## src/rtl/beam_trigger_gen.sv

```systemverilog
// Per-beam threshold trigger: double-buffered thresholds, registered compare, holdoff FSM.
// Define BEAM_TRIG_SCALER_EN to add per-beam trigger rate scalers with banked readback.
module beam_trigger_gen #(
   parameter int unsigned NBEAMS      = 8,
   parameter int unsigned PWR_BITS    = 18,
   parameter int unsigned HOLDOFF     = 16,
   parameter int unsigned SCAL_BITS   = 16,
   parameter int unsigned SCAL_PERIOD = 1000000
) (
   input  logic                         clk_i,
   input  logic                         rst_n_i,
   input  logic [NBEAMS*PWR_BITS-1:0]   power_i,
   input  logic                         power_valid_i,
   input  logic [PWR_BITS-1:0]          thresh_i,
   input  logic [NBEAMS-1:0]            thresh_ce_i,
   input  logic                         update_i,
   input  logic [NBEAMS-1:0]            mask_i,
   output logic [NBEAMS-1:0]            trigger_o,
   output logic                         trig_any_o
`ifdef BEAM_TRIG_SCALER_EN
   ,
   input  logic [(NBEAMS > 1 ? $clog2(NBEAMS) : 1)-1:0] scal_sel_i,
   output logic [SCAL_BITS-1:0]         scal_o,
   output logic                         scal_valid_o
`endif
);

   // HOLDOFF = 0 never enters HOLD; keep a 1-bit counter so widths stay legal.
   localparam int unsigned CntW = (HOLDOFF > 0) ? $clog2(HOLDOFF + 1) : 1;

   typedef enum logic [1:0] {StArmed, StFire, StHold} state_e;

   logic [PWR_BITS-1:0] staged_q [NBEAMS];
   logic [PWR_BITS-1:0] active_q [NBEAMS];
   logic [NBEAMS-1:0]   hit_q;
   state_e              state_q  [NBEAMS];
   logic [CntW-1:0]     cnt_q    [NBEAMS];
   logic [NBEAMS-1:0]   trig_q;
   logic                trig_any_q;
   logic [NBEAMS-1:0]   fire;

   always_ff @(posedge clk_i or negedge rst_n_i) begin
      if (!rst_n_i) begin
         for (int b = 0; b < NBEAMS; b++) begin
            staged_q[b] <= '1;
            active_q[b] <= '1;
         end
         hit_q <= '0;
      end else begin
         for (int b = 0; b < NBEAMS; b++) begin
            if (thresh_ce_i[b]) staged_q[b] <= thresh_i;
            // Commit takes the pre-edge staged value, so a same-cycle stage waits.
            if (update_i) active_q[b] <= staged_q[b];
            hit_q[b] <= power_valid_i & ~mask_i[b] &
                        (power_i[b*PWR_BITS +: PWR_BITS] > active_q[b]);
         end
      end
   end

   always_comb begin
      fire = '0;
      for (int b = 0; b < NBEAMS; b++) begin
         fire[b] = (state_q[b] == StArmed) & hit_q[b];
      end
   end

   always_ff @(posedge clk_i or negedge rst_n_i) begin
      if (!rst_n_i) begin
         for (int b = 0; b < NBEAMS; b++) begin
            state_q[b] <= StArmed;
            cnt_q[b]   <= '0;
         end
         trig_q     <= '0;
         trig_any_q <= 1'b0;
      end else begin
         trig_q     <= fire;
         trig_any_q <= |fire;
         for (int b = 0; b < NBEAMS; b++) begin
            unique case (state_q[b])
               StArmed: if (hit_q[b]) state_q[b] <= StFire;
               StFire: begin
                  cnt_q[b]   <= CntW'(HOLDOFF);
                  state_q[b] <= (HOLDOFF > 0) ? StHold : StArmed;
               end
               StHold: begin
                  cnt_q[b] <= cnt_q[b] - CntW'(1);
                  if (cnt_q[b] == CntW'(1)) state_q[b] <= StArmed;
               end
               default: state_q[b] <= StArmed;
            endcase
         end
      end
   end

   assign trigger_o  = trig_q;
   assign trig_any_o = trig_any_q;

`ifdef BEAM_TRIG_SCALER_EN
   localparam int unsigned PerW = $clog2(SCAL_PERIOD);

   logic [PerW-1:0]      per_q;
   logic [SCAL_BITS-1:0] sc_q    [NBEAMS];
   logic [SCAL_BITS-1:0] latch_q [NBEAMS];
   logic [SCAL_BITS-1:0] scal_q;
   logic                 scal_valid_q;
   logic                 term;

   assign term = (per_q == PerW'(SCAL_PERIOD - 1));

   always_ff @(posedge clk_i or negedge rst_n_i) begin
      if (!rst_n_i) begin
         per_q        <= '0;
         scal_q       <= '0;
         scal_valid_q <= 1'b0;
         for (int b = 0; b < NBEAMS; b++) begin
            sc_q[b]    <= '0;
            latch_q[b] <= '0;
         end
      end else begin
         per_q        <= term ? '0 : per_q + PerW'(1);
         scal_valid_q <= term;
         scal_q       <= latch_q[scal_sel_i];
         for (int b = 0; b < NBEAMS; b++) begin
            if (term) begin
               latch_q[b] <= sc_q[b];
               // A trigger in the terminal cycle belongs to the new period.
               sc_q[b]    <= {{(SCAL_BITS-1){1'b0}}, trig_q[b]};
            end else if (trig_q[b] && (sc_q[b] != '1)) begin
               sc_q[b] <= sc_q[b] + SCAL_BITS'(1);
            end
         end
      end
   end

   assign scal_o       = scal_q;
   assign scal_valid_o = scal_valid_q;
`endif

endmodule

```

## config.mk

```make
export PLATFORM = sky130hd
export DESIGN_NAME = beam_trigger_gen
export DESIGN_NICKNAME = d
export VERILOG_FILES = /design/src/rtl/beam_trigger_gen.sv
export SDC_FILE = /design/constraint.sdc
export NUM_CORES = 1
export LEC_CHECK = 0
export BUFFER_PORTS_ARGS = -buffer_cell sky130_fd_sc_hd__buf_2
export CAP_MARGIN = 10
export CELL_PAD_IN_SITES_DETAIL_PLACEMENT = 1
export CELL_PAD_IN_SITES_GLOBAL_PLACEMENT = 2
export CORE_MARGIN = 2
export CORE_UTILIZATION = 42
export DETAILED_ROUTE_END_ITERATION = 10
export PLACE_DENSITY = 0.88
export SKIP_LAST_GASP = 1
export SLEW_MARGIN = 20
export SYNTH_ARGS = -nofsm -noshare
export SYNTH_HDL_FRONTEND = slang
export SYNTH_SLANG_ARGS = --single-unit
```

## constraint.sdc

```tcl
create_clock -name clk_i -period 3.25 [get_ports clk_i]
set_input_delay 0.4875 -clock clk_i [delete_from_list [all_inputs] [get_ports clk_i]]
set_output_delay 0.4875 -clock clk_i [all_outputs]
set_load 0.02 [all_outputs]
```

==> metrics.cfg <==
[synthesis]
syn_area_mm2=0.0180
ys.flop_type=dfstp_2
synth-seq-cells=361
postSynthCellCount=1655
synth_edf_count=0
syn_avg_cell_area_um2=10.9
syn_nets=2029
yosys_warnings=0
yosysSeqAreaShare=0.521
async_flop_share=1.00
synth_cell_types=32

[power_and_ir_drop]
p_clk_frac=0.326
swShare=0.310
combPwrFrac=0.254
intPower_uw=9740
seqPwrFrac=0.420
ir_worst_vdd_v=0.000418
p_leak_uw=0.00963
finalPower_uw=14100
powerDensity_mw_per_mm2=672
switchingPower_uw=4370

[clock_tree]
h-tree-depth=2
post_cts_buffers=0
cts_root_buffer=clkbuf_16
post_cts_resized=0
ctsHoldBuffers=0
clk_pin_slew_ns=0.06
cts_tree=done
clk-insertion-delay-late_ns=0.55
numCtsBuffers=40
cts_buffer_depth=3
cts.sinks=361

[routing]
post_drt_wl_per_cell_um=19.8
dr.pass1.iters=4
vias=12800
ant_nets=0
wirelength_um=48200
drtIter0Drc=499
avgViaCountPerCell=5.29
drc=0

[critical_path]
cp_slowest_cell=dfstp_2
start_kind=flop
ff2ff_path_depth=7
crit_path_end_kind=flop
cp.required_ns=3.67
critPathKind=reg -> reg
worstSetupStartpoint=active_q[107]
crit_chain=inv_1 > ha_1 > nand4_1 > nor4_1 > nand3_1 > nand3b_1 > a31oi_1
r2r_slack_ns=1.14
path_max_fanout=3
regToRegEndpoint=hit_q[2]
critical_path_arrival_ns=2.53
critPathBufInv=1
slowest_delay_ns=0.51
cp.depth=7
critPathTopFamily=simple AND/OR/NAND/NOR gates
rr_startpoint=active_q[107]
worstSetupEndpoint=hit_q[2]

[final_layout]
layout.nets=2227
seq_area_mm2=0.00939
drive_above_1_share=0.377
n_fill_cell=4639
final_core_util=0.498
area_growth_pct=16.5
multi_input_area_mm2=0.00765

[run_status]
status=completed

[sta]
finalHoldViolations=0
setup_ws_ns=1.14
finalSetupViolCount=0
timing.fmax_mhz=474
maxSlewViolCount=0
finalCritPeriodShare=0.649
period_minus_slack_ns=2.11
rsz0062_at_grt=no
fin_tns_setup_ns=0
final.setup_skew_ns=0.0100
worstMarginPinSlew_ns=0.845
max_slew_margin=0.437
fin_hold_ws_ns=0.0114

[flow_run]
maxCapViolations=0

[min_path]
hold_path.class=in -> async

[place]
gp_congestion=0.779
dp_hpwl_um=34100
port_buffers=190
pre_cts_ws_ns=1.07

[floorplanning]
start_util=0.428
dieArea_mm2=0.0446
die_w_um=211
rows=75
ios=191
coreArea_mm2=0.0421
fp.dieH_um=211

[global_routing]
antenna_found_initial=9
grt_pass1_wl_um=76600
grtUsageTotal=0.224
grt_start_max_net_pins=105
gr-total-overflow=0
grt_pass1_vias=14100

[area by class of cell]
type / count / area share
Inverter: 208 / 0.0372
Clock inverter: 9 / 0.00572
Tap cell: 539 / 0.0321
Timing Repair Buffer: 207 / 0.0557
Antenna cell: 4 / 0.000477
Sequential cell: 361 / 0.447
Clock buffer: 63 / 0.0571
Multi-Input combinational cell: 1035 / 0.364
[flip-flops by register name, indices dropped and copies added (netlist names)]
name,cells
state_q,16
cnt_q,40
hit_q,8
trigger_o,8
staged_q,144
trig_any_o,1
active_q,144
[cell usage after synthesis (11+ instances only)]
cell type	count	area, um^2
nand2_1	189	709
clkbuf_1	32	120
nor2_1	22	82.6
ha_1	192	2400
a21o_1	24	180
nand3_1	51	255
inv_1	208	781
o21ai_0	189	946
nand4_1	32	200
buf_1	11	41.3
mux2_2	152	1710
a21oi_1	72	360
nand3b_1	19	143
dfrtp_1	73	1830
dfstp_2	288	7570
[metal layers]
layer	routed length [um]	part of all wire	track usage
met1	21500	0.45	0.294
met2	23400	0.49	0.381
met3	1900	0.039	0.0327
met4	1350	0.028	0.0736
met5	0	0	0
[metrics by stage]
stage                     area, um^2  cells
after global placement         19700   2350
after floorplan                18000   1655
after detailed placement       19700   2350
after CTS                      21000   2422
final                          21000   2426
after global routing           21000   2426
[kinds of logic (layout without fill, tap and decap cells)]
family | Yosys count | after routing | synth area share
AO/OA/AOI/OAI | 328 | 328 | 0.0993
flip-flops | 361 | 361 | 0.521
adder cells (fa/ha/maj) | 192 | 192 | 0.133
multiplexers | 160 | 160 | 0.0994
buffers and inverters | 259 | 487 | 0.0545
AND/OR/NAND/NOR | 355 | 355 | 0.0923
other | 0 | 4 | 0
[worst reg2reg max path: cells and delay by family (launching register included)]
family	cells	cell delay, ns
AO/OA/AOI/OAI	1	0.05
adder cells (fa/ha/maj)	1	0.37
buffers and inverters	1	0.04
flip-flops	1	0.51
AND/OR/NAND/NOR	4	1.00
[power groups by stage]
stage | clock network [uW] | logic [uW] | registers, uW
after detailed placement | 0 | 3590 | 5980
after global routing | 4890 | 4140 | 6020
final | 4600 | 3590 | 5920
after floorplan | 0 | 2490 | 5870
after global placement | 0 | 3320 | 5930
after CTS | 4720 | 3640 | 5930
[how the worst min path moves through the flow]
| stage | startpoint | to | slack [ns] |
|---|---|---|---|
| after detailed placement | staged_q[27] | active_q[27] | 0.47 |
| after floorplan | rst_n_i | cnt_q[0] | 0.19 |
| after global routing | rst_n_i | cnt_q[31] | 0.04 |
| after global placement | staged_q[5] | active_q[5] | 0.46 |
| after CTS | rst_n_i | cnt_q[30] | 0.03 |
| final | rst_n_i | trigger_o[1] | 0.01 |
[layout by cell type (no fill, tap or decap), drive strengths merged, types with 51 or more instances in the layout]
| master | n |
|---|---|
| buf | 207 |
| a21oi | 72 |
| dfstp | 288 |
| clkbuf | 63 |
| nand2 | 189 |
| ha | 192 |
| nand3 | 51 |
| inv | 208 |
| dfrtp | 73 |
| o21ai | 189 |
| mux2 | 152 |
No activity file was read; power rests on OpenSTA's default activity.
